===== config.mk =====
export PLATFORM = sky130hd
export DESIGN_NAME = pc_unit_ras
export DESIGN_NICKNAME = d
export VERILOG_FILES = /design/src/rtl/pc_unit_ras.sv
export SDC_FILE = /design/constraint.sdc
export NUM_CORES = 1
export LEC_CHECK = 0
export ABC_CLOCK_PERIOD_IN_PS = 6200
export BUFFER_PORTS_ARGS = -buffer_cell sky130_fd_sc_hd__buf_2
export CORE_MARGIN = 2
export CORE_UTILIZATION = 35
export DETAILED_ROUTE_END_ITERATION = 6
export PLACE_DENSITY_LB_ADDON = 0.2
export SETUP_SLACK_MARGIN = 0.02
export SLEW_MARGIN = 20
export SYNTH_ARGS = -nofsm -noshare
export SYNTH_HDL_FRONTEND = slang
export SYNTH_SLANG_ARGS = --single-unit

===== constraint.sdc =====
create_clock -name clk -period 6.2 [get_ports clk]
set_input_delay 0 -clock clk [delete_from_list [all_inputs] [get_ports clk]]
set_output_delay 0 -clock clk [all_outputs]
set_load 0.1 [all_outputs]

===== src/rtl/pc_unit_ras.sv =====
// Fetch PC unit with a circular return-address stack.
// The PC advances to one of five next-PC sources under an advance/stall
// handshake; link jumps push pc+4 and RETURN pops it back as the target.
module pc_unit_ras #(
    parameter int          ADDR_W    = 32,
    parameter logic [31:0] RESET_PC  = 32'h0000_3000,
    parameter int          RAS_DEPTH = 4
) (
    input  logic              clk,
    input  logic              rst_n,
    input  logic              adv,
    input  logic [2:0]        npc_sel,
    input  logic [15:0]       offset,
    input  logic [25:0]       irrelative,
    input  logic [ADDR_W-1:0] register,
    input  logic              call,
    output logic [ADDR_W-1:0] pc,
    output logic [ADDR_W-1:0] npc,
    output logic              ras_empty,
    output logic              ras_full,
    output logic              misalign
);

    localparam int PTR_W = $clog2(RAS_DEPTH);
    localparam int CNT_W = $clog2(RAS_DEPTH + 1);

    localparam logic [ADDR_W-1:0] RESET_VAL = ADDR_W'(RESET_PC);
    localparam logic [CNT_W-1:0]  CNT_MAX   = CNT_W'(RAS_DEPTH);

    localparam logic [2:0] SEL_RELATIVE   = 3'd1;
    localparam logic [2:0] SEL_IRRELATIVE = 3'd2;
    localparam logic [2:0] SEL_REGISTER   = 3'd3;
    localparam logic [2:0] SEL_RETURN     = 3'd4;

    logic [ADDR_W-1:0] pc_reg;
    logic              misalign_reg;
    logic [PTR_W-1:0]  top_reg;
    logic [CNT_W-1:0]  count_reg;

    // Stack entries carry no reset: an entry is only read after it was written.
    logic [ADDR_W-1:0] ras_mem [RAS_DEPTH];

    logic [ADDR_W-1:0] pc_plus4;
    logic [ADDR_W-1:0] rel_target;
    logic [ADDR_W-1:0] irr_target;
    logic [ADDR_W-1:0] ras_top;
    logic [ADDR_W-1:0] npc_next;
    logic              push;
    logic              pop;
    logic [PTR_W-1:0]  wr_ptr;

    assign pc_plus4   = pc_reg + ADDR_W'(4);
    assign rel_target = pc_plus4 + {{(ADDR_W-18){offset[15]}}, offset, 2'b00};
    assign ras_top    = ras_mem[top_reg];

    // Region bits above the 28-bit jump field only exist for wide addresses.
    generate
        if (ADDR_W > 28) begin : g_irr_region
            assign irr_target = {pc_plus4[ADDR_W-1:28], irrelative, 2'b00};
        end else begin : g_irr_flat
            assign irr_target = {irrelative, 2'b00};
        end
    endgenerate

    assign ras_empty = (count_reg == '0);
    assign ras_full  = (count_reg == CNT_MAX);

    assign push = call;
    assign pop  = (npc_sel == SEL_RETURN) && !ras_empty;

    // A simultaneous push and pop overwrites the current top in place.
    assign wr_ptr = pop ? top_reg : top_reg + PTR_W'(1);

    // Next-PC source mux; RETURN falls back to the register operand on an empty stack.
    always_comb begin
        npc_next = pc_plus4;
        case (npc_sel)
            SEL_RELATIVE:   npc_next = rel_target;
            SEL_IRRELATIVE: npc_next = irr_target;
            SEL_REGISTER:   npc_next = register;
            SEL_RETURN:     npc_next = ras_empty ? register : ras_top;
            default:        npc_next = pc_plus4;
        endcase
    end

    // PC register: a misaligned target is rejected and flagged for one cycle.
    always_ff @(posedge clk or negedge rst_n) begin
        if (!rst_n) begin
            pc_reg       <= RESET_VAL;
            misalign_reg <= 1'b0;
        end else if (adv) begin
            if (npc_next[1:0] == 2'b00) begin
                pc_reg       <= npc_next;
                misalign_reg <= 1'b0;
            end else begin
                misalign_reg <= 1'b1;
            end
        end else begin
            misalign_reg <= 1'b0;
        end
    end

    // Stack pointer and occupancy; pushing when full wraps over the oldest entry.
    always_ff @(posedge clk or negedge rst_n) begin
        if (!rst_n) begin
            top_reg   <= '0;
            count_reg <= '0;
        end else if (adv) begin
            if (push && !pop) begin
                top_reg <= top_reg + PTR_W'(1);
                if (!ras_full) begin
                    count_reg <= count_reg + CNT_W'(1);
                end
            end else if (pop && !push) begin
                top_reg   <= top_reg - PTR_W'(1);
                count_reg <= count_reg - CNT_W'(1);
            end
        end
    end

    // Stack entry write of the link address.
    always_ff @(posedge clk) begin
        if (adv && push) begin
            ras_mem[wr_ptr] <= pc_plus4;
        end
    end

    assign pc       = pc_reg;
    assign npc      = npc_next;
    assign misalign = misalign_reg;

endmodule


* Word level (Yosys, flattened, before mapping)
Memories as Yosys holds them, arrays and structs flattened. Cells that the tools add are included.
Operators by class: add/sub/neg operators 6, mux-type cells 12, equal/unequal tests 6, reduce and logical (&&, ||, !) cells 13
Operators with widths (number):
- $pmux W32 S4 | 1
- $add A32 B3 Y32 const B | 1
- $add A32 B32 Y32 | 1
- $mux W32 | 1
- $mux W3 | 3
- $eq A3 B2 Y1 const B | 2
- $eq A3 B3 Y1 const B | 2
- $mux W2 | 3
- $logic_and A1 B1 Y1 | 4
- $mux W1 | 4
- $reduce_and A2 Y1 | 2
- $add A3 B1 Y3 const B | 1
- $eq A3 B1 Y1 const B | 1
- $logic_not A1 Y1 | 3
- $logic_not A3 Y1 | 1
- $reduce_and A3 Y1 | 1
- $sub A3 B1 Y3 const B | 1
- $add A2 B1 Y2 const B | 1
- $logic_not A2 Y1 | 1
- $ne A2 B2 Y1 const B | 1
- $reduce_bool A2 Y1 | 1
- $sub A2 B1 Y2 const B | 1
Storage, ports and cells: memories 1, word-level logic and storage cells 42, input port bits 81, output and inout port bits 67, RAM bits 128, flip-flop bits (word level) 38
Memory list:
- ras_mem | depth 4, bits a word 32, read ports 1, clocked after memory_dff 0, wr ports 1, line 41 | logic [ADDR_W-1:0] ras_mem [RAS_DEPTH];

* Depth between registers and ports, before layout
Gate-level depths: netlist of the first run.
word-level depth 7, depth in mapped cells 17, gate-level depth less buffers 16

* Worst setup path before layout of the first run
Ideal clock, no wire load.
kind flip-flop to flip-flop, from register pc_reg[2] (netlist: pc[2]), to register pc_reg[17] (netlist: pc[17]), setup slack 0.301 ns, required time 6.119 ns, path buffers 0, stages on the path, launching flop included 15, arrival 5.818 ns, library setup time 0.081 ns, clock period less this slack 5.899 ns, cells stage by stage dfrtp_1 > ha_1 > nand2_1 > nor2_1 > and4_1 > xor2_1 > ha_1 > a21oi_1 > o21ai_1 > a221o_1 > a31oi_1 > nand2_1 > xnor2_1 > o21ai_0 > mux2_1
On the way: word-level cells in the longest chain between the ends 3
RTL lines:
- from (decl) | line 35 | logic [ADDR_W-1:0] pc_reg;
- from (signal assigned) | line 93 | pc_reg <= npc_next;
- $add A32 B3 Y32 | line 52 | assign pc_plus4 = pc_reg + ADDR_W'(4);
- named net pc_plus4[12] | line 43 | logic [ADDR_W-1:0] pc_plus4;
- $add A32 B32 Y32 | line 53 | assign rel_target = pc_plus4 + {{(ADDR_W-18){offset[15]}}, offset, 2'b00};
- $pmux W32 S4 | line 77 | case (npc_sel)
- named net npc[17] | line 18 | output logic [ADDR_W-1:0] npc,
The timed path passes the listed nets, and every way through them passes these cells. A chain may end at the register's enable or synchronous reset.

* Worst setup path in the final report of the first run
from register pc_reg[2] (netlist: pc[2]), to output npc[26]
On the way: word-level cells in the longest chain between the ends 3
RTL lines (line):
- $add A32 B3 Y32 | 52
- named net pc_plus4[18] | 43
- $add A32 B32 Y32 | 53
- $pmux W32 S4 | 77
- to (decl) | 18
The timed path passes the listed nets, and every way through them passes these cells.

==> results of run 1 <==
-- worst paths after layout --
path	slack (ns)	startpoint	end
worst max-delay path	1.03	pc[2]	npc[26]
worst min-delay path	0.02	register[18]	pc[18]
worst max register to register	1.60	pc[2]	pc[26]
worst min register to register	0.49	count_reg[2]	count_reg[2]
max in group asynchronous	5.64	rst_n	top_reg[0]
min in group asynchronous	0.12	rst_n	count_reg[1]
-- synth_stat cells, types with 5 or more instances --
cell type    n
a21o_1      17
a21oi_1     63
a221oi_1    12
a22oi_1     11
a31oi_1      8
and2_1       6
and3_1       8
buf_1        5
buf_2        9
clkbuf_1    24
dfrtp_1     36
edfxtp_1   128
ha_1        37
inv_1       25
mux2_1      13
mux2_2       6
mux2i_1      8
mux4_2      33
nand2_1    107
nand2b_1     5
nand3_1     20
nand4_1      7
nor2_1      75
nor3_1       8
nor4_1       6
o2111ai_1    6
o21a_1       7
o21ai_0     35
o21ai_1      7
o31ai_1     10
xnor2_1     37
xor2_1      22
-- per-stage QoR --
step / instance area, sq um / utilization / setup slack [ns]
floorplan: 9710 / - / 0.301
global placement: 10900 / 0.401 / 1.55
detailed placement: 10900 / 0.401 / 1.50
CTS: 11500 / 0.426 / 1.00
global route: 11600 / 0.426 / 0.695
finish: 11600 / 0.426 / 1.03
-- power by group through the flow --
stage | clock [uW] | combinational (uW) | sequential (uW)
finish | 1050 | 3640 | 1790
global route | 1110 | 3880 | 1820
CTS | 1060 | 3640 | 1790
detailed placement | 0 | 3610 | 1810
global placement | 0 | 3610 | 1810
floorplan | 0 | 2270 | 2360
-- per-layer routing --
layer | part of all wire | global-route usage
met5 | 0 | 0
met4 | 0.020 | 0.0699
met3 | 0.055 | 0.0287
met2 | 0.47 | 0.347
met1 | 0.45 | 0.291
-- layout make-up --
type                            count  area share
Multi-Input combinational cell    631       0.406
Clock buffer                       17      0.0368
Clock inverter                     15      0.0127
Sequential cell                   166       0.415
Inverter                           28     0.00910
Tap cell                          372      0.0403
Timing Repair Buffer              168      0.0802
-- critical path, delay by kind of cell, from the launching register on --
| kind | cells | cell delay, ns |
|---|---|---|
| DFF | 1 | 0.41 |
| xor gates and xnor gates | 2 | 0.31 |
| buffers and inverters | 2 | 0.45 |
| adders and majority gates | 2 | 0.65 |
| AOI/OAI and AO/OA | 4 | 0.84 |
| and+or+nand+nor | 7 | 2.05 |
-- timing repair --
item                                    in CTS  in global routing
endpoints found under the setup margin       0                  0
gates resized for setup                      0                  0
hold endpoints to repair                    44                  0
hold buffers                                10                  0
-- cells by family (layout without fill, tap and decap cells) --
| kind of cell | Yosys count | in the layout | share of synthesized area |
|---|---|---|---|
| adders and majority gates | 39 | 39 | 0.0518 |
| muxes | 60 | 60 | 0.107 |
| buffers and inverters | 68 | 228 | 0.0282 |
| AOI/OAI and AO/OA | 211 | 211 | 0.143 |
| DFF | 166 | 166 | 0.494 |
| xor gates and xnor gates | 59 | 59 | 0.0532 |
| and+or+nand+nor | 262 | 262 | 0.123 |
-- layout by cell type (no fill, tap or decap), types with 8 or more instances in the layout --
| master | n |
|---|---|
| a22oi_1 | 11 |
| a21o_1 | 17 |
| and3_1 | 8 |
| nand2_1 | 106 |
| mux2_1 | 13 |
| buf_4 | 11 |
| mux2i_1 | 8 |
| nor2_1 | 73 |
| ha_1 | 37 |
| xor2_1 | 22 |
| o21ai_0 | 35 |
| nand3_1 | 20 |
| inv_1 | 25 |
| mux4_2 | 33 |
| dfrtp_1 | 35 |
| clkbuf_16 | 17 |
| a31oi_1 | 8 |
| xnor2_1 | 36 |
| buf_2 | 146 |
| edfxtp_1 | 128 |
| o31ai_1 | 10 |
| dlygate4sd3_1 | 10 |
| a221oi_1 | 12 |
| a21oi_1 | 63 |
==> impl_metrics.toml, run 1 <==
[sta]
finalClockSkew_ns = 0.0166
slew_headroom = 0.326
rsz0062_at_grt = "false"
post-route-period-util = 0.834
setup_viol = 0
clock.fmax_mhz = 193
tns_ns = 0
finalHoldViolCount = 0
slew_viol_final = 0
hold_slack_ns = 0.0239
worstMarginPinSlew_ns = 1.01
layout_min_cycle_time_ns = 5.17

[floorplanning]
die_w_um = 171
ioPinCount = 148
die_y_um = 171
dieArea_sq_mm = 0.0291
row_count = 60
start_util = 0.358
coreArea_sq_mm = 0.0271

[placed_design]
io_buffers = 147
dp_hpwl_mm = 21.6
dpl.cell_count = 1354
gp_routability_congestion = 0.904

[global_route]
grt_usage = 0.212
first_global_vias = 7450
grt_start_max_net_pins = 39
overflow = 0
antenna_found_initial = 0
grt_pass1_wl_mm = 45.3

[logic_synthesis]
synth_top_area_cell = "edfxtp_1"
postSynthAreaPerCell_sq_um = 11.2
postSynthCellCount = 865
syn_nets = 985
synth_top_flop_cell = "edfxtp_1"
synth_seq_area_share = 0.494
ys_async_sr_fraction = 0.229
yosysUniqueCellTypes = 69
synth_seq_cells = 166
yosys-top-cells-area = "edfxtp_1, dfrtp_1, mux4_2, ha_1, nand2_1"
ys_warn_count = 0
netlist.area_leader.share = 0.396
synth_area_sq_mm = 0.00971
synth-edff-count = 128

[cts]
numCtsBuffers = 17
numClockSinks = 166
htreeDepth = 4
clk_pin_slew_ns = 0.07
post_cts_buffers = 0
clk_path_buf_depth = 2
cts_root_buffer = "clkbuf_16"
clock_latency_ns = 0.44
cts_tree = "built"

[power_and_ir_drop]
power.internal_uw = 3120
leakage_uw = 0.00456
swShare = 0.519
power.density_mw_per_mm2 = 561
power_frac_clock = 0.161
power_frac_seq = 0.276
power_uw = 6480
p_comb_frac = 0.562
switchingPower_uw = 3360
max-vdd-ir-drop_v = 0.000345

[critical_path]
worstPathRequired_ns = 6.20
critPathSlowestCell = "nor4_2"
worstRegToRegCells = 16
crit_top_cell = "ha_1"
slowest_delay_ns = 0.72
cp.arrival_ns = 5.17
worstSetupEndpointType = "primary output"
cp_cell_sequence = "ha_1, nand2_1, nor4_2, and3_1, xnor2_1, inv_1, ha_1, nand4_1, nand2b_1, a311oi_1, nor4_1, a31o_2, o21ai_1, xor2_1, a221oi_1, nor2_1, buf_2"
path_max_fanout = 8
crit_type = "register to primary output"
crit_path_start_kind = "register"

[route]
wl_mm = 30.5
vias_per_cell = 5.51
drc = 0
num_vias = 7696
wl_per_cell_um = 21.9
drt-initial-drc-count = 526
first_pass_iters = 5
antenna_left = 0

[status]
status = "completed"

[layout]
regArea_sq_mm = 0.00480
largest_reg_flops = 128
fill_cells = 2629
multi_input_area_sq_mm = 0.00469
area_growth_pct = 19.0
layout-drive-gt1-share = 0.247
fin_nets = 1132
layoutNonFillerInstCount = 1397
antenna_cells = 0

[worst_hold_path]
hold_path_depth = 4
min_path_type = "primary input to register"

[flow_run]
maxCapViolations = 0
No activity file was read; power rests on OpenSTA's default activity.
==> run 2, diff against run 1 <==
- ABC_CLOCK_PERIOD_IN_PS: 6200 -> 4950
- clock period: 6.2 -> 4.95 ns (I/O delays scaled with it)
==> impl_metrics.toml, run 2 (synthesis gave the netlist of run 1 again) <==
[critical_path]
path_max_fanout = 6
critPathSlowestCell = "nor4_2"
worst-path-buf-inv = 4
worstPathRequired_ns = 4.95
crit_type = "register to primary output"
slowest_delay_ns = 0.42
worstSetupEndpointType = "primary output"
cp.arrival_ns = 4.64
cp_top_family = "simple AND/OR/NAND/NOR gates"
crit_path_start_kind = "register"
cp_cell_sequence = "ha_1, nand2_1, nor4_2, buf_4, xnor2_1, inv_1, ha_1, nand4_1, nand2b_1, a311oi_2, nor4_2, a31o_2, o21ai_1, xor2_1, a221oi_1, buf_4, nor2_4, clkbuf_4"

[sta]
rsz0062_at_grt = "true"
finalHoldViolCount = 0
finalClockSkew_ns = 0.0148
post-route-period-util = 0.937
slew_headroom = 0.263
hold_slack_ns = 0.0218
layout_min_cycle_time_ns = 4.64
slew_viol_final = 0
setup_viol = 0
clock.fmax_mhz = 216
tns_ns = 0
worstMarginPinSlew_ns = 1.10

[layout]
fin_nets = 1146
fin_util = 0.438
area_growth_pct = 22.4
finish.instance_area_sq_mm = 0.0119
antenna_cells = 0
layout-drive-gt1-share = 0.286
fill_cells = 2602
final_common_cell = "buf_2"
final_cell_mix = "buf_2, edfxtp_1, nand2_1, nor2_1, a21oi_1"
layoutNonFillerInstCount = 1411
largest_reg_flops = 128

[cts]
numCtsBuffers = 17
clk_path_buf_depth = 2
cts_tree = "built"
clock_latency_ns = 0.44
clk_pin_slew_ns = 0.07
cts_root_buffer = "clkbuf_16"
numClockSinks = 166
htreeDepth = 4

[global_route]
grt-busiest-layer = "met2"
first_global_vias = 7439
overflow = 0
antenna_found_initial = 0
grt_usage = 0.214
gr-usage-met1 = 0.310
grtUsageMet3 = 0.0287
use_met2 = 0.343
grt_start_max_net_pins = 39
grt_pass1_wl_mm = 46.2

[placed_design]
gp_routability_congestion = 0.837
placed_cell_area_sq_mm = 0.0111
dpl.cell_count = 1365
io_buffers = 147
dp_hpwl_mm = 21.8

[route]
wl_per_cell_um = 21.6
num_vias = 7717
drc = 0
vias_per_cell = 5.47
first_pass_iters = 7
wl_mm = 30.4
antenna_left = 0
drt-initial-drc-count = 542

[floorplanning]
die_y_um = 171
dieArea_sq_mm = 0.0291
start_util = 0.358
row_count = 60
coreArea_sq_mm = 0.0271
die_w_um = 171
ioPinCount = 148

[power_and_ir_drop]
max-vdd-ir-drop_v = 0.000465
leakage_uw = 0.00470
power.density_mw_per_mm2 = 699

[worst_hold_path]
min_path_type = "primary input to register"

[status]
status = "completed"

[flow_run]
maxCapViolations = 0
[run 2: cell count changes in the layout (fill, tap and decap cells not counted), sizes merged, moves of 3 or more]
cell,previous run,this run
buf,157,167
dlygate4sd3,10,13
clkinv,7,4
inv,32,35
[run 2: final timing paths]
kind	startpoint	to	slack [ns]	depth (start not counted)
setup reg to reg	pc[6]	pc[18]	0.69	15
hold / removal	register[11]	pc[11]	0.02	4
min in group asynchronous	rst_n	count_reg[1]	0.10	2
setup / recovery	pc[3]	npc[26]	0.31	18
max in group asynchronous	rst_n	pc[11]	4.41	2
hold reg to reg	count_reg[2]	count_reg[2]	0.48	1
[run 2: what timing repair did]
action	CTS	global route
buffers inserted	0	1
endpoints found under the setup margin	2	11
hold buffers	13	0
pin swaps	0	1
hold endpoints to repair	45	0
resized for setup	2	19
[run 2: per-stage QoR]
| stage | setup slack (ns) | total power [uW] |
|---|---|---|
| final | 0.310 | 8300 |
| after floorplan | -0.114 | 5850 |
| after detailed placement | 0.396 | 6870 |
| after global placement | 0.535 | 6860 |
| after global routing | 0.0107 | 8740 |
| after CTS | 0.00805 | 8280 |
[run 2: cell type report]
class                      count  area (sq um)  area share
clock buffer                  17           425      0.0358
clock inverter                15           165      0.0139
inverter                      28           105     0.00885
multi-input combinational    631          4830       0.407
sequential                   166          4810       0.405
tap                          372           465      0.0392
timing repair buffer         182          1070      0.0903
[run 2: worst register-to-register path: stages (launching register included)]
cell	delay, ns
dfrtp_1	0.46
nand4_2	0.27
nor2_2	0.26
and3_1	0.20
xnor2_1	0.14
inv_1	0.13
ha_1	0.38
a21o_1	0.24
a221o_1	0.35
a21o_1	0.17
a31o_1	0.25
xor2_1	0.15
nand2_1	0.10
o2111ai_2	0.15
dlygate4sd3_1	0.60
mux2_1	0.28
[run 2: routing by layer]
layer  vias to the layer above  part of all wire
li1                       3586                 -
met1                      3862              0.47
met2                       251              0.47
met3                        18             0.056
met4                         0            0.0080
met5                         -                 0
[run 2: report_power, final]
group / internal, uW / switching [uW] / leakage, uW / total (uW)
logic: 1350 / 3350 / 0.00279 / 4700
clock network: 756 / 604 / 0.000289 / 1360
registers: 1950 / 296 / 0.00162 / 2240
total: 4050 / 4240 / 0.00470 / 8300
==> run 3, diff against run 2 <==
- GPL_TIMING_DRIVEN: not set -> 0
==> impl_metrics.toml, run 3 (synthesis gave the netlist of run 1 again) <==
[global_route]
first_global_vias = 7611
grt_pass1_wl_mm = 47.7
antenna_found_initial = 0
grt_start_max_net_pins = 39
overflow = 0
grt_usage = 0.224

[critical_path]
worstRegToRegCells = 16
cp_cell_sequence = "nand4_1, buf_4, nor4_4, buf_4, nand2_1, xnor2_2, ha_1, clkbuf_1, and4_1, a221o_1, a31o_1, a41o_1, a211oi_2, mux2i_1, or2_1, buf_4"
worst_r2r_endpoint = "pc[18]"
worstPathRequired_ns = 4.95
timing.rr.start = "pc[12]"
critPathSlowestCell = "dfstp_2"
crit_path_start_kind = "register"
cp_top_family = "compound AO/OA/AOI/OAI gates"
worst-path-buf-inv = 4
path_max_fanout = 8
worst-path-stages = 16
crit_end = "npc[30]"
startpoint = "pc[12]"
crit_top_cell = "buf_4"
cp.arrival_ns = 4.76
rrSetupSlack_ns = 0.56
worstSetupEndpointType = "primary output"
slowest_delay_ns = 0.57
crit_type = "register to primary output"

[sta]
post-route-period-util = 0.962
hold_slack_ns = 0.0523
slew_headroom = 0.244
tns_ns = 0
slew_viol_final = 0
finalHoldViolCount = 0
layout_min_cycle_time_ns = 4.76
setup_viol = 0
clock.fmax_mhz = 210
rsz0062_at_grt = "false"
finalClockSkew_ns = 0.0123
worstMarginPinSlew_ns = 1.13

[floorplanning]
dieArea_sq_mm = 0.0291
ioPinCount = 148
die_y_um = 171
coreArea_sq_mm = 0.0271
row_count = 60
die_w_um = 171
start_util = 0.358

[layout]
area_growth_pct = 25.4
fin_nets = 1184
largest_reg_flops = 128
final_cell_mix = "buf_2, edfxtp_1, nand2_1, nor2_1, a21oi_1"
finish.instance_area_sq_mm = 0.0122
final_common_cell = "buf_2"
layout-drive-gt1-share = 0.289
antenna_cells = 0

[power_and_ir_drop]
power_uw = 8470
power.density_mw_per_mm2 = 696
max-vdd-ir-drop_v = 0.000426
leakage_uw = 0.00484

[cts]
clock_latency_ns = 0.44
cts_tree = "built"
clk_path_buf_depth = 2
clk_pin_slew_ns = 0.07
numClockSinks = 166
numCtsBuffers = 17
htreeDepth = 4
cts_root_buffer = "clkbuf_16"

[route]
wl_met1_mm = 14.5
num_vias = 7904
wl_mm = 32.2
first_pass_iters = 5
wl_per_cell_um = 22.2
met3_length_mm = 1.86
antenna_left = 0
drc = 0
met2_length_mm = 15.3
top_layer_used = "met4"
vias_per_cell = 5.45
drt-initial-drc-count = 589

[worst_hold_path]
min_path_type = "primary input to register"

[placed_design]
dp_hpwl_mm = 24.2
placed_cell_area_sq_mm = 0.0112
gp_routability_congestion = 0.882
io_buffers = 146

[status]
status = "completed"

[flow_run]
maxCapViolations = 0
[run 3: changes by cell type in the layout (fill, tap and decap cells not counted), sizes merged]
cell         delta
buf            +14
bufinv          +1
clkbuf         +24
clkinvlp        -1
dlygate4sd3     +1
inv             -1
[run 3: layout make-up]
cell class              count  area (sq um)
flip-flops and latches    166          4810
repair buffers            180          1090
multi-input cells         631          4920
fillers                  2541         14900
plain buffers              40           170
clock inverters            14           185
clock buffers              18           429
inverters                  28           105
well taps                 372           465
[run 3: worst min-delay path by stage]
stage	from	end	slack (ns)	cells after the start
after floorplan	rst_n	count_reg[0]	-0.30	0
after global placement	rst_n	count_reg[1]	0.25	1
after detailed placement	rst_n	count_reg[1]	0.25	1
after CTS	register[0]	misalign	0.04	5
after global routing	register[0]	misalign	0.09	5
final	register[0]	misalign	0.05	5
[run 3: routing by layer]
| layer | GRT usage | up-vias |
|---|---|---|
| li1 | - | 3650 |
| met1 | 0.320 | 3939 |
| met2 | 0.366 | 289 |
| met3 | 0.0268 | 26 |
| met4 | 0.0550 | 0 |
| met5 | 0 | - |
[run 3: worst register-to-register path: cells and delay by family (launching register included)]
kind,cells,cell delay (ns)
adders and majority gates,1,0.31
buffers and inverters,4,1.20
xor gates and xnor gates,2,0.51
and+or+nand+nor,5,0.76
muxes,1,0.28
AOI/OAI and AO/OA,3,0.67
DFF,1,0.57
[run 3: where the power goes]
group | internal (uW) | leakage (uW) | switching (uW)
combinational | 1380 | 0.00292 | 3500
clock | 810 | 0.000301 | 606
sequential | 1940 | 0.00162 | 233
[run 3: stage by stage]
stage,utilization,setup WS [ns],instances
finish,0.449,0.188,1449
global route,0.449,0.00212,1449
CTS,0.444,0.0677,1447
detailed placement,0.413,-0.423,1397
global placement,0.406,-3.59,1383
floorplan,-,-0.114,865
[run 3: what timing repair did]
| item | 4_1_cts | 5_1_grt |
|---|---|---|
| hold buffers | 14 | 0 |
| gates resized for setup | 14 | 21 |
| setup buffers | 4 | 2 |
| pin swaps | 2 | 2 |
| endpoints found under the setup margin | 18 | 11 |
| hold endpoints to repair | 45 | 0 |
